==> src/rtl/irrigation_pkg.sv <==
// rtl/irrigation_pkg.sv - irrigation type codes, sequencer states and code classifiers
// Contents:
//   IRR_*          3-bit irrigation type codes produced by irrigation_state
//   state_t        sequencer FSM state encoding
//   is_start_code  1 for a code that starts a cycle (001, 010, 100)
//   is_bad_code    1 for a non-zero code that is not a start code
package irrigation_pkg;

    localparam logic [2:0] IRR_NONE     = 3'b000;
    localparam logic [2:0] IRR_SPR_DRIP = 3'b001;
    localparam logic [2:0] IRR_DRIP     = 3'b010;
    localparam logic [2:0] IRR_SPR      = 3'b100;

    typedef enum logic [2:0] {
        ST_IDLE     = 3'd0,
        ST_SPRINKLE = 3'd1,
        ST_DRIP     = 3'd2,
        ST_HOLDOFF  = 3'd3,
        ST_ABORT    = 3'd4
    } state_t;

    function automatic logic is_start_code(input logic [2:0] code);
        return (code == IRR_SPR_DRIP) || (code == IRR_DRIP) || (code == IRR_SPR);
    endfunction

    function automatic logic is_bad_code(input logic [2:0] code);
        return (code != IRR_NONE) && !is_start_code(code);
    endfunction

endpackage

==> src/rtl/irrigation_sequencer_if.sv <==
// rtl/irrigation_sequencer_if.sv - sequencer control/status bundle
// Signals:
//   tick, irr_type[2:0], water_ok                       control inputs to the sequencer
//   sprinkler_valve, drip_valve, busy, done, fault,
//   bad_code                                             registered status outputs
// Modports: master drives the controls, slave is the sequencer.
interface irrigation_sequencer_if;

    logic       tick;
    logic [2:0] irr_type;
    logic       water_ok;
    logic       sprinkler_valve;
    logic       drip_valve;
    logic       busy;
    logic       done;
    logic       fault;
    logic       bad_code;

    modport master (
        output tick, irr_type, water_ok,
        input  sprinkler_valve, drip_valve, busy, done, fault, bad_code
    );

    modport slave (
        input  tick, irr_type, water_ok,
        output sprinkler_valve, drip_valve, busy, done, fault, bad_code
    );

endinterface

==> src/rtl/irrigation_tick_counter.sv <==
// rtl/irrigation_tick_counter.sv - phase tick counter with clear and terminal-count compare
// Ports:
//   clk, rst_n   clock, asynchronous active-low reset
//   clr          synchronous clear, wins over tick_en
//   tick_en      count one tick this cycle
//   limit        terminal value (phase length minus one)
//   terminal     1 when the tick of this cycle is the last one of the phase
module irrigation_tick_counter #(
    parameter int CNT_W = 12
) (
    input  logic             clk,
    input  logic             rst_n,
    input  logic             clr,
    input  logic             tick_en,
    input  logic [CNT_W-1:0] limit,
    output logic             terminal
);

    logic [CNT_W-1:0] count;

    always_ff @(posedge clk or negedge rst_n) begin
        if (!rst_n) begin
            count <= '0;
        end else if (clr) begin
            count <= '0;
        end else if (tick_en) begin
            count <= count + 1'b1;
        end
    end

    // The owner leaves the phase on terminal, so the count never runs past limit.
    assign terminal = tick_en && (count == limit);

endmodule

==> src/rtl/irrigation_sequencer.sv <==
// rtl/irrigation_sequencer.sv - timed sprinkler/drip irrigation cycle sequencer
// Ports:
//   clk, rst_n   clock, asynchronous active-low reset
//   bus (slave)  tick, irr_type, water_ok in; sprinkler_valve, drip_valve, busy,
//                done, fault, bad_code out (all outputs registered)
module irrigation_sequencer
    import irrigation_pkg::*;
#(
    parameter int SPRINKLE_TICKS = 1350,
    parameter int DRIP_TICKS     = 1800,
    parameter int CNT_W          = 12
) (
    input  logic                   clk,
    input  logic                   rst_n,
    irrigation_sequencer_if.slave  bus
);

    state_t           state_q;
    state_t           state_d;
    logic [2:0]       mode_q;
    logic             in_phase;
    logic             tick_en;
    logic             clr;
    logic             terminal;
    logic             done_d;
    logic [CNT_W-1:0] limit;

    assign in_phase = (state_q == ST_SPRINKLE) || (state_q == ST_DRIP);
    assign tick_en  = bus.tick && in_phase;
    assign limit    = (state_q == ST_SPRINKLE) ? CNT_W'(SPRINKLE_TICKS - 1)
                                               : CNT_W'(DRIP_TICKS - 1);
    // Clearing on every state change restarts the count at each phase entry,
    // including the direct sprinkle->drip hand-over.
    assign clr      = (state_d != state_q);

    irrigation_tick_counter #(
        .CNT_W (CNT_W)
    ) u_tick_counter (
        .clk      (clk),
        .rst_n    (rst_n),
        .clr      (clr),
        .tick_en  (tick_en),
        .limit    (limit),
        .terminal (terminal)
    );

    always_comb begin
        state_d = state_q;
        done_d  = 1'b0;
        case (state_q)
            ST_IDLE: begin
                if (bus.water_ok && is_start_code(bus.irr_type)) begin
                    state_d = (bus.irr_type == IRR_DRIP) ? ST_DRIP : ST_SPRINKLE;
                end
            end
            ST_SPRINKLE: begin
                // Water loss outranks a phase expiring on the same cycle.
                if (!bus.water_ok) begin
                    state_d = ST_ABORT;
                end else if (terminal) begin
                    if (mode_q == IRR_SPR_DRIP) begin
                        state_d = ST_DRIP;
                    end else begin
                        state_d = ST_HOLDOFF;
                        done_d  = 1'b1;
                    end
                end
            end
            ST_DRIP: begin
                if (!bus.water_ok) begin
                    state_d = ST_ABORT;
                end else if (terminal) begin
                    state_d = ST_HOLDOFF;
                    done_d  = 1'b1;
                end
            end
            ST_HOLDOFF: begin
                // Wait for soil-wet so a stuck code cannot re-water back to back.
                if (bus.irr_type == IRR_NONE) begin
                    state_d = ST_IDLE;
                end
            end
            ST_ABORT: begin
                if ((bus.irr_type == IRR_NONE) && bus.water_ok) begin
                    state_d = ST_IDLE;
                end
            end
            default: begin
                state_d = ST_IDLE;
            end
        endcase
    end

    // Outputs decode the next state so valves move on the transition edge itself.
    always_ff @(posedge clk or negedge rst_n) begin
        if (!rst_n) begin
            state_q             <= ST_IDLE;
            mode_q              <= IRR_NONE;
            bus.sprinkler_valve <= 1'b0;
            bus.drip_valve      <= 1'b0;
            bus.busy            <= 1'b0;
            bus.done            <= 1'b0;
            bus.fault           <= 1'b0;
            bus.bad_code        <= 1'b0;
        end else begin
            state_q <= state_d;
            // Tracking irr_type only while idle freezes the mode for the whole cycle.
            if (state_q == ST_IDLE) begin
                mode_q <= bus.irr_type;
            end
            bus.sprinkler_valve <= (state_d == ST_SPRINKLE);
            bus.drip_valve      <= (state_d == ST_DRIP);
            bus.busy            <= (state_d == ST_SPRINKLE) || (state_d == ST_DRIP);
            bus.done            <= done_d;
            bus.fault           <= (state_d == ST_ABORT);
            bus.bad_code        <= (state_d == ST_IDLE) && is_bad_code(bus.irr_type);
        end
    end

endmodule

==> src/flat_wrapper.sv <==
// flat-port wrapper written by rule: the top's interface ports become plain ports
module irrigation_sequencer_flat import irrigation_pkg::*;
#(
    parameter int SPRINKLE_TICKS = 1350,
    parameter int DRIP_TICKS     = 1800,
    parameter int CNT_W          = 12
)
  (clk, rst_n, bus_tick, bus_irr_type, bus_water_ok, bus_sprinkler_valve, bus_drip_valve, bus_busy, bus_done, bus_fault, bus_bad_code);
  irrigation_sequencer_if bus_i ();
  input  logic clk;
  input  logic rst_n;
  input wire logic [$bits(bus_i.tick)-1:0] bus_tick;
  input wire logic [$bits(bus_i.irr_type)-1:0] bus_irr_type;
  input wire logic [$bits(bus_i.water_ok)-1:0] bus_water_ok;
  output wire logic [$bits(bus_i.sprinkler_valve)-1:0] bus_sprinkler_valve;
  output wire logic [$bits(bus_i.drip_valve)-1:0] bus_drip_valve;
  output wire logic [$bits(bus_i.busy)-1:0] bus_busy;
  output wire logic [$bits(bus_i.done)-1:0] bus_done;
  output wire logic [$bits(bus_i.fault)-1:0] bus_fault;
  output wire logic [$bits(bus_i.bad_code)-1:0] bus_bad_code;
  assign bus_i.tick = bus_tick;
  assign bus_i.irr_type = bus_irr_type;
  assign bus_i.water_ok = bus_water_ok;
  assign bus_sprinkler_valve = bus_i.sprinkler_valve;
  assign bus_drip_valve = bus_i.drip_valve;
  assign bus_busy = bus_i.busy;
  assign bus_done = bus_i.done;
  assign bus_fault = bus_i.fault;
  assign bus_bad_code = bus_i.bad_code;
  irrigation_sequencer #(.SPRINKLE_TICKS(SPRINKLE_TICKS), .DRIP_TICKS(DRIP_TICKS), .CNT_W(CNT_W)) u_core (.clk(clk), .rst_n(rst_n), .bus(bus_i));
endmodule
==> config.mk <==
export PLATFORM = sky130hd
export DESIGN_NAME = irrigation_sequencer_flat
export DESIGN_NICKNAME = d
export VERILOG_FILES = /design/src/rtl/irrigation_pkg.sv /design/src/rtl/irrigation_sequencer_if.sv /design/src/rtl/irrigation_tick_counter.sv /design/src/rtl/irrigation_sequencer.sv /design/src/flat_wrapper.sv
export SDC_FILE = /design/constraint.sdc
export NUM_CORES = 1
export LEC_CHECK = 0
export BUFFER_PORTS_ARGS = -buffer_cell sky130_fd_sc_hd__buf_2
export CAP_MARGIN = 10
export CORE_MARGIN = 2
export CORE_UTILIZATION = 62
export CTS_CLUSTER_DIAMETER = 150
export CTS_CLUSTER_SIZE = 40
export DETAILED_ROUTE_END_ITERATION = 7
export GPL_ROUTABILITY_DRIVEN = 0
export PLACE_DENSITY_LB_ADDON = 0.25
export SYNTH_ARGS = -nofsm -noshare
export SYNTH_HDL_FRONTEND = slang
export SYNTH_HIERARCHICAL = 1
export SYNTH_SLANG_ARGS = --single-unit
==> constraint.sdc <==
create_clock -name clk -period 9.2 [get_ports clk]
set_input_delay 1.38 -clock clk [delete_from_list [all_inputs] [get_ports clk]]
set_output_delay 1.38 -clock clk [all_outputs]
set_load 0.1 [all_outputs]
==> metrics.md, run 1 <==
| Metric | Value |
|---|---|
| Post-synth EDFFs | 0 |
| Cell Area, Synth | 1423 um^2 |
| Tmin final | 4.304 ns |
| Peak supply drop | 0.0002115 V |
| # IOs | 13 |
| Final Util | 71.10% |
| Die Y | 51.90 um |
| Post-synth top cells | 24 x dfrtp_1, 15 x xnor2_1, 11 x nor2_1, 8 x a21oi_1, 8 x nand2_1 |
| Data required, critical path | 9.41 ns |
| Gr usage total | 22.58% |
| Final setup vio count | 0 |
| Max-cap violation count | 0 |
| Top-area cell type share of the netlist area | 42.22% |
| Fill cells | 173 |
| Distinct cells, synth | 44 |
| DR vias/cell | 5.825 |
| WL/cell | 13.91 um |
| CTS root buf | clkbuf_4 |
| Initial antenna violation count | 0 |
| Largest cells by area after synthesis | dfrtp_1 42%, xnor2_1 9.2%, mux2_2 3.2%, xor2_1 3.1%, nor2_1 2.9% |
| HPWL after DPL | 1.898 mm |
| Post-Route WL | 2.629 mm |
| CP arrival | 4.51 ns |
| Cts-stage hold buffer count | 0 |
| Cell Pwr Density | 200.8 nW/um^2 |
| Kind of critical path | flip-flop to flip-flop |
| Area delta synth->final | 9.498% |
| Die width | 51.90 um |
| Yosys reg bits | 24 |
| Global-route wire length before repair | 4.498 mm |
| Hold Path Class | flip-flop to flip-flop |
| Residual DRC count | 0 |
| # rows | 17 |
| Largest area contributor in the netlist | dfrtp_1 |
| FMAX | 232.3 MHz |
| CP Capture Type | flip-flop |
| Largest net degree at the start of global routing | 25 |
| Avg Synthesized Cell Area | 9.811 um^2 |
| Max Slew Vio Count | 0 |
| Nets | 170 |
| Clk buf depth | 2 |
| Fin Setup TNS | 0 ns |
| Diodes inserted | 0 |
| Startpoint types | flip-flop |
| Die area | 2694 um^2 |
| Dominant synthesized flop cell | dfrtp_1 |
| Routed vias | 1101 |
| Post-CTS Setup Inserts | 0 |
| PostCTS Resize Cnt | 0 |
| Clock net sink count | 24 |
| Final Cycle Share | 46.78% |
| Most common cell in the synthesized netlist | dfrtp_1 |
| FFs w/ async S/R, synth | 100.0% |
| Register Area | 600.6 um^2 |
| Clock transition at path regs | 0.13 ns |
| Ys Warns | 6 |
| Leak Pwr | 0.0007038 uW |
| Status | finished clean |
| Layout cells sized above 1 | 16.15% |
| Cells after Synth | 145 |
| TritonCTS buffer count | 3 |
| Peak fanout along the critical path | 15 |
| Total gr overflow | 0 |
| Hold Fails Final Rpt | 0 |
| Vias in the first global route | 1000 |
| Setup Skew | 0.004393 ns |
| Initial core utilization | 64.93% |
| Post-route ant nets | 0 |
| Sequential fraction of the synthesis area | 42.22% |
| CTS tree | yes |
| Relative slew slack | 49.12% |
| Iteration-0 DRC Markers | 38 |
| Core area | 2191 um^2 |
| Clk Latency, worst-skew pair | 0.31 ns |
| IO Port Bufs | 12 |
| Drt first pass iters | 4 |
| H-tree depth | 1 |
| Worst-margin pin slew | 0.7563 ns |
| RSZ-0062 raised after global routing | no |
| Multi-input logic area | 794.5 um^2 |
-- state kept, by name, indices dropped and copies added, names as in the netlist --
name,flops
u_core/state_q,3
u_core/bus.done,1
u_core/bus.sprinkler_valve,1
u_core/bus.fault,1
u_core/u_tick_counter/count,12
u_core/mode_q,3
u_core/bus.busy,1
u_core/bus.drip_valve,1
u_core/bus.bad_code,1
-- final cells by class --
type                            instances  share of cell area [%]
Clock buffer                            3                   1.446
Tap cell                               28                   2.249
Timing Repair Buffer                   12                   3.855
Multi-Input combinational cell        117                   51.00
Sequential cell                        24                   38.55
Clock inverter                          1                   1.928
Inverter                                4                  0.9639
-- final timing paths --
| check | from | end | slack [ns] | cells past startpoint |
|---|---|---|---|---|
| worst max-delay path | u_core/state_q[0]$_DFF_PN0_ | u_core/u_tick_counter/count[11]$_DFFE_PN0P_ | 4.90 | 11 |
| min in group asynchronous | rst_n | u_core/bus.bad_code$_DFF_PN0_ | 1.02 | 1 |
| worst min register to register | u_core/mode_q[0]$_DFFE_PN0P_ | u_core/mode_q[0]$_DFFE_PN0P_ | 0.52 | 1 |
| max in group asynchronous | rst_n | u_core/u_tick_counter/count[10]$_DFFE_PN0P_ | 7.84 | 1 |
| worst min-delay path | u_core/mode_q[0]$_DFFE_PN0P_ | u_core/mode_q[0]$_DFFE_PN0P_ | 0.52 | 1 |
| worst max register to register | u_core/state_q[0]$_DFF_PN0_ | u_core/u_tick_counter/count[11]$_DFFE_PN0P_ | 4.90 | 11 |
-- cells in the final DEF (no fill, tap or decap), types with 2 or more instances in the layout --
cell type / instances
nor3_1: 4
xnor2_1: 15
conb_1: 9
xor2_1: 5
nor2_1: 11
nand2_1: 8
o21ai_0: 4
a21oi_1: 8
and3b_1: 2
clkbuf_4: 3
o22ai_1: 2
nand3_1: 4
mux2_2: 4
or3_1: 2
buf_2: 12
or4_1: 4
nand4_1: 4
o31ai_1: 4
mux2i_1: 2
inv_1: 4
nor2b_1: 2
dfrtp_1: 24
nor4_1: 4
-- metrics by stage --
stage	setup WS [ns]	instances	hold slack, ns	area, um^2	power, uW
2_1_floorplan	5.491	152	0.4726	1449	221.7
3_3_place_gp	4.938	185	0.4854	1505	237.4
3_5_place_dp	4.735	185	0.4894	1505	239.6
4_1_cts	4.952	189	0.5209	1558	315.1
5_1_grt	4.586	189	0.5236	1558	327.8
6_report	4.896	189	0.5189	1558	312.8
-- critical path: stages (launching register included) --
cell and delay [ns]:
dfrtp_1 0.65, or3b_1 0.52, xnor2_1 0.21, nand4_1 0.14, nor4_1 0.67, nor3b_1 0.17, a211oi_2 0.26, mux2i_1 0.22
a211o_1 0.40, o211ai_1 0.26, nor4_1 0.32, mux2_2 0.37
-- layer usage --
layer / up-vias / track usage, % / share of wire, %
li1: 546 / - / -
met1: 517 / 32.83 / 48
met2: 36 / 34.18 / 46
met3: 2 / 3.736 / 5.2
met4: 0 / 7.456 / 0.61
met5: - / 0 / 0
-- report_power, final --
| part | internal [uW] | total [uW] | switching (uW) |
|---|---|---|---|
| clock | 44.0 | 74.7 | 30.7 |
| combinational | 33.5 | 103 | 69.5 |
| sequential | 121 | 135 | 14.1 |
| total | 198 | 313 | 114 |
-- cell families after synthesis --
logic type / after synthesis / share of synthesized area, %
adders and majority gates: 1 / 0.8794
other: 2 / 0.5279
and+or+nand+nor: 57 / 24.72
DFF: 24 / 42.22
xor gates and xnor gates: 20 / 12.31
AOI/OAI and AO/OA: 24 / 10.99
muxes: 6 / 4.573
buffers and inverters: 11 / 3.781
(Power assumes the default switching activity.)
==> run 2: changes to the inputs <==
ABC_AREA = 1   (was unset)
CORE_UTILIZATION = 58   (was 62)
clock period = 4 ns   (was 9.2 ns; I/O delays follow)
==> run 2 against run 1 <==
Effect of this change: synthesized cell count is 37% higher; register-to-register slack lost 4.1 ns; routed wire length increased by 22%; design area up 8.0%; non-clock buffer count rose by 1; setup slack lost 4.1 ns; hold slack worse by 0.28 ns; critical endpoint is now u_core/u_tick_counter/count[6]$_DFFE_PN0P_; largest cell class unchanged; highest routed layer unchanged.
==> metrics.md, run 2 <==
| Metric | Value |
|---|---|
| CTS tree | yes |
| Hold WS | 0.2420 ns |
| Die area | 3007 um^2 |
| HPWL after DPL | 2.477 mm |
| CTS root buf | clkbuf_4 |
| Iteration-0 DRC Markers | 37 |
| Largest family of logic cells by synthesized area | simple AND/OR/NAND/NOR gates |
| Tmin final | 3.220 ns |
| Initial antenna violation count | 0 |
| Drt first pass iters | 4 |
| Distinct cells, synth | 33 |
| Final setup vio count | 0 |
| DR vias/cell | 5.188 |
| Simple-Gate Fraction of Synth Area | 36.23% |
| PostCTS Resize Cnt | 0 |
| Largest area contributor in the netlist | dfrtp_1 |
| Post-Synth Adder-Cell Area | 0.8347% |
| Post-synth top cells | 45 x nand2_1, 24 x dfrtp_1, 22 x inv_1, 20 x nor2_1, 13 x nand3_1 |
| Cells after Synth | 198 |
| FFs w/ async S/R, synth | 100.0% |
| Commonest cells after routing, fill and taps aside | 45 x nand2_1, 24 x dfrtp_1, 22 x inv_1, 20 x nor2_1 |
| Die Y | 54.84 um |
| Synth Area in XOR/XNOR | 2.922% |
| Max Slew Vio Count | 0 |
| Data required, critical path | 4.21 ns |
| Hold Path Class | input port to async pin |
| Fill cells | 203 |
| Post-CTS Setup Inserts | 0 |
| Gr usage total | 24.99% |
| Peak fanout along the critical path | 7 |
| Largest net degree at the start of global routing | 25 |
| Yosys reg bits | 24 |
| Avg Synthesized Cell Area | 7.570 um^2 |
| Largest registers | u_core/u_tick_counter/count: 12 flops, u_core/mode_q: 3 flops, u_core/state_q: 3 flops |
| H-tree depth | 1 |
| Diodes inserted | 0 |
| Nets | 235 |
| CP arrival | 3.43 ns |
| Setup Skew | 0.006586 ns |
| Core area | 2455 um^2 |
| Largest cells by area after synthesis | dfrtp_1 40%, nand2_1 11%, inv_1 5.5%, nor2_1 5.0%, nand3_1 4.3% |
| Clk buf depth | 2 |
| Ys Warns | 6 |
| Cts-stage hold buffer count | 0 |
| Sequential fraction of the synthesis area | 40.07% |
| Relative slew slack | 63.96% |
| Cell Pwr Density | 578.0 nW/um^2 |
| Clock net sink count | 24 |
| CP Capture Type | flip-flop |
| Leak Pwr | 0.0008409 uW |
| Register Area | 600.6 um^2 |
| Kind of critical path | flip-flop to flip-flop |
| Dominant synthesized flop cell | dfrtp_1 |
| RSZ-0062 raised after global routing | no |
| # rows | 18 |
| Clock transition at path regs | 0.14 ns |
| WL/cell | 12.52 um |
| Clk Latency, worst-skew pair | 0.32 ns |
| Global-route wire length before repair | 5.333 mm |
| Top-area cell type share of the netlist area | 40.07% |
| Layout cells sized above 1 | 19.47% |
| Worst-margin pin slew | 0.5407 ns |
| TritonCTS buffer count | 3 |
| Final Cycle Share | 80.49% |
| Largest register FFs | 12 |
| Hold Fails Final Rpt | 0 |
| Status | finished clean |
| Startpoint types | flip-flop |
| Max-cap violation count | 0 |
| Post-synth EDFFs | 0 |
| Largest Register | u_core/u_tick_counter/count |
| Peak supply drop | 0.0006523 V |
| Total gr overflow | 0 |
| Vias in the first global route | 1339 |
| Post-route ant nets | 0 |
| Area delta synth->final | 12.19% |
| Compound-gate portion of the synthesized area | 12.44% |
| Post-Route WL | 3.205 mm |
| Initial core utilization | 61.06% |
| Final Util | 68.50% |
| Most common cell in the synthesized netlist | nand2_1 |
| # IOs | 13 |
| Mux share of post-synthesis cell area | 0% |
| Commonest non-fill, non-tap cell in the layout | nand2_1 |
| Cell Area, Synth | 1499 um^2 |
| Routed vias | 1328 |
| Multi-input logic area | 834.6 um^2 |
| Die width | 54.84 um |
| Residual DRC count | 0 |
| FMAX | 310.6 MHz |
| Fin Setup TNS | 0 ns |
| Power Total | 972.0 uW |
| IO Port Bufs | 12 |
## run 2: changes by cell type in the layout (fill, tap and decap cells not counted), moves of 5 or more
cell	change
nand3_2	+5
inv_1	+18
o21ai_0	+5
nand2_1	+37
nor2_1	+9
nand3_1	+9
inv_2	+5
xnor2_1	-13
## run 2: cell families after synthesis
group / Yosys count
AOI/OAI and AO/OA: 31
xor gates and xnor gates: 5
adders and majority gates: 1
buffers and inverters: 28
DFF: 24
other: 2
and+or+nand+nor: 107
## run 2: routing by layer
layer	vias to the layer above	global-route usage (%)	share of wire, %
li1	686	-	-
met1	603	28.28	43
met2	29	45.63	52
met3	10	3.552	2.6
met4	0	11.25	2.6
met5	-	0	0
## run 2: worst max-delay path: stages (launching register included)
cell,delay (ns)
dfrtp_1,0.50
inv_2,0.13
nand3_2,0.15
a21boi_0,0.20
buf_4,0.17
nand2_1,0.05
nor2_1,0.11
nand3_1,0.08
nor2_1,0.25
inv_1,0.11
a21oi_1,0.20
nand3_2,0.12
nand3_2,0.13
nand2_1,0.07
nand2_1,0.06
nor2_1,0.04
nand2_1,0.18
nor2_4,0.10
nor2_1,0.20
nand2_1,0.10
o21ai_1,0.13
a21oi_1,0.06
## run 2: power breakdown
part           leakage (uW)  internal [uW]  total (uW)  switching [uW]
sequential         0.000323            290         323            32.6
combinational      0.000497            121         518             397
clock             0.0000210           55.6         131            75.1
## run 2: layout make-up
cell class	count	share of cell area, %
inverter	28	6.250
clock buffer	4	2.158
timing repair buffer	13	4.018
tap	30	2.232
multi-input combinational	157	49.63
sequential	24	35.71
## run 2: worst paths after layout
kind | from | to | slack, ns | depth (start not counted)
hold reg to reg | u_core/mode_q[0]$_DFFE_PN0P_ | u_core/mode_q[0]$_DFFE_PN0P_ | 0.51 | 2
setup / recovery | u_core/state_q[1]$_DFF_PN0_ | u_core/u_tick_counter/count[6]$_DFFE_PN0P_ | 0.78 | 21
min in group clk | u_core/mode_q[0]$_DFFE_PN0P_ | u_core/mode_q[0]$_DFFE_PN0P_ | 0.51 | 2
max in group asynchronous | rst_n | u_core/u_tick_counter/count[3]$_DFFE_PN0P_ | 3.40 | 1
setup reg to reg | u_core/state_q[1]$_DFF_PN0_ | u_core/u_tick_counter/count[6]$_DFFE_PN0P_ | 0.78 | 21
hold / removal | rst_n | u_core/bus.bad_code$_DFF_PN0_ | 0.24 | 1
## run 2: per-stage QoR
stage	area (um^2)	setup slack, ns	std cells
CTS	1682	0.8290	256
floorplan	1540	1.065	209
detailed placement	1645	0.8544	252
global route	1682	0.4009	256
finish	1682	0.7802	256
global placement	1645	0.9720	252
==> run 3: changes to the inputs <==
CORE_UTILIZATION = 53   (was 58)
clock period = 2.7 ns   (was 4 ns; I/O delays follow)
==> run 3 against run 2 <==
Effect of this change: clock skew is essentially flat; setup slack worse by 0.81 ns; sequential cell count did not move; die area rose by 8.7%; register-to-register slack got worse by 0.81 ns; total power is 70% higher; hold slack worse by 0.17 ns; count of clock-buffer cells in the layout is 1 lower; global-route usage is 4.8 points lower; the flow now finishes with violations (negative setup slack); design area increased by 11%.
==> metrics.md, run 3 (synthesis results as in run 2) <==
| Metric | Value |
|---|---|
| Drt first pass iters | 4 |
| Commonest cells after routing, fill and taps aside | 44 x nand2_1, 22 x dfrtp_1, 20 x inv_1, 20 x buf_4, 19 x nor2_1 |
| Worst-margin pin slew | 0.5322 ns |
| Largest register FFs | 12 |
| Global-route wire length before repair | 5.223 mm |
| Largest net degree at the start of global routing | 25 |
| CTS root buf | clkbuf_4 |
| Relative slew slack | 64.52% |
| Final setup vio count | 2 |
| # rows | 19 |
| Die width | 57.18 um |
| Int Pwr | 854.3 uW |
| Core area | 2710 um^2 |
| Cell Pwr Density | 883.9 nW/um^2 |
| TritonCTS buffer count | 3 |
| Iteration-0 DRC Markers | 43 |
| WL/cell | 11.90 um |
| Fill cells | 257 |
| Hold Fails Final Rpt | 0 |
| CP Capture Type | flip-flop |
| IO Port Bufs | 12 |
| CP arrival | 2.92 ns |
| Total gr overflow | 0 |
| Gr usage total | 20.21% |
| Setup Skew | 0.006281 ns |
| Power Total | 1651 uW |
| Hold WS | 0.06982 ns |
| Reg-to-reg slack, setup | -0.03 ns |
| Largest Register | u_core/u_tick_counter/count |
| Sw frac | 48.26% |
| Peak fanout along the critical path | 7 |
| DR vias/cell | 5.178 |
| CTS tree | yes |
| Hold Path Class | input port to async pin |
| HPWL after DPL | 2.390 mm |
| Post-route ant nets | 0 |
| Data required, critical path | 2.89 ns |
| Clock network power share | 8.8% |
| Clk Latency, worst-skew pair | 0.30 ns |
| Vias in the first global route | 1271 |
| Layout cells sized above 1 | 30.20% |
| Seq pwr share | 28.7% |
| Initial core utilization | 55.31% |
| Tmin final | 2.729 ns |
| Startpoint types | flip-flop |
| Die Y | 57.18 um |
| Status | finished, violations left |
| Combinational cell fraction of total power | 62.5% |
| Setup ws final | -0.02904 ns |
| FMAX | 366.4 MHz |
| # IOs | 13 |
| Final Cycle Share | 101.1% |
| Area delta synth->final | 24.62% |
| RSZ-0062 raised after global routing | yes |
| Clock transition at path regs | 0.12 ns |
| Residual DRC count | 0 |
| Routed vias | 1429 |
| Initial antenna violation count | 0 |
| Die area | 3270 um^2 |
| Kind of critical path | flip-flop to flip-flop |
| Clock net sink count | 24 |
| Net Sw Power | 796.8 uW |
| Post-Route WL | 3.285 mm |
| Diodes inserted | 0 |
| Failing checks | negative setup slack |
| Max-cap violation count | 0 |
| H-tree depth | 1 |
| Clk buf depth | 2 |
| Nets | 255 |
| Commonest non-fill, non-tap cell in the layout | nand2_1 |
| Largest registers | u_core/u_tick_counter/count: 12 flops, u_core/mode_q: 3 flops, u_core/state_q: 3 flops |
| Peak supply drop | 0.0007670 V |
| Leak Pwr | 0.0009343 uW |
| Max Slew Vio Count | 0 |
run 3: cell count changes in the layout (fill, tap and decap cells not counted), sizes merged:
cell / delta
buf: +20
clkbuf: -1
run 3: routing by layer:
metal	GRT usage, %	share of wire, %
met1	24.42	43
met2	36.95	52
met3	2.268	3.8
met4	7.309	1.3
met5	0	0
run 3: critical path, cell delays in order (launching register included):
cell and delay, ns:
dfrtp_2 0.45, inv_2 0.08, nand3_4 0.13, buf_4 0.17, nand2_1 0.05, o21ai_0 0.08
nor2_1 0.10, nand3_1 0.10, nor2_2 0.15, inv_2 0.06, a21oi_2 0.14, nand3_2 0.11
nand4_1 0.13, nand2_1 0.06, nor2_1 0.12, nand2_2 0.10, nor2_4 0.19, inv_2 0.08
buf_4 0.14, a21oi_2 0.13, nor3_1 0.06
run 3: repair_timing:
action / 4_1_cts / 5_1_grt
setup endpoints to repair: 10 / 12
gates resized for setup: 3 / 10
buffers inserted: 2 / 9
hold buffers: 0 / 0
pin swaps: 1 / 18
endpoints found under the hold margin: 0 / 0
run 3: power by group through the flow:
stage | logic (uW) | registers (uW) | clock network (uW)
floorplan | 420 | 679 | 0
global placement | 843 | 477 | 0
detailed placement | 844 | 479 | 0
CTS | 887 | 474 | 158
global route | 1110 | 481 | 166
finish | 1030 | 474 | 145
run 3: final timing paths:
check / start / end / cells past startpoint
min in group clk: bus_irr_type[1] / u_core/mode_q[1]$_DFFE_PN0P_ / 3
worst max-delay path: u_core/state_q[1]$_DFF_PN0_ / u_core/u_tick_counter/count[2]$_DFFE_PN0P_ / 20
max in group asynchronous: rst_n / u_core/state_q[0]$_DFF_PN0_ / 1
worst max register to register: u_core/state_q[1]$_DFF_PN0_ / u_core/u_tick_counter/count[2]$_DFFE_PN0P_ / 20
worst min register to register: u_core/mode_q[2]$_DFFE_PN0P_ / u_core/mode_q[2]$_DFFE_PN0P_ / 2
worst min-delay path: rst_n / u_core/u_tick_counter/count[0]$_DFFE_PN0P_ / 1
run 3: final cells by class:
cell class | count | area [um^2] | area share, %
timing repair buffer | 33 | 230.2 | 12.32
clock buffer | 3 | 22.52 | 1.206
inverter | 28 | 107.6 | 5.760
sequential | 24 | 603.1 | 32.28
multi-input combinational | 157 | 865.8 | 46.35
tap | 31 | 38.79 | 2.076
run 3: per-stage QoR:
stage	std cells	utilization [%]	setup TNS [ns]	worst slack (ns)	area (um^2)
3_5_place_dp	262	63.39	-0.4128	-0.1000	1718
4_1_cts	267	65.19	0	0.01619	1767
6_report	276	68.93	-0.03160	-0.02904	1868
5_1_grt	276	68.93	-1.781	-0.2569	1868
3_3_place_gp	262	63.39	-0.03853	-0.01530	1718
2_1_floorplan	209	-	0	0.02438	1544
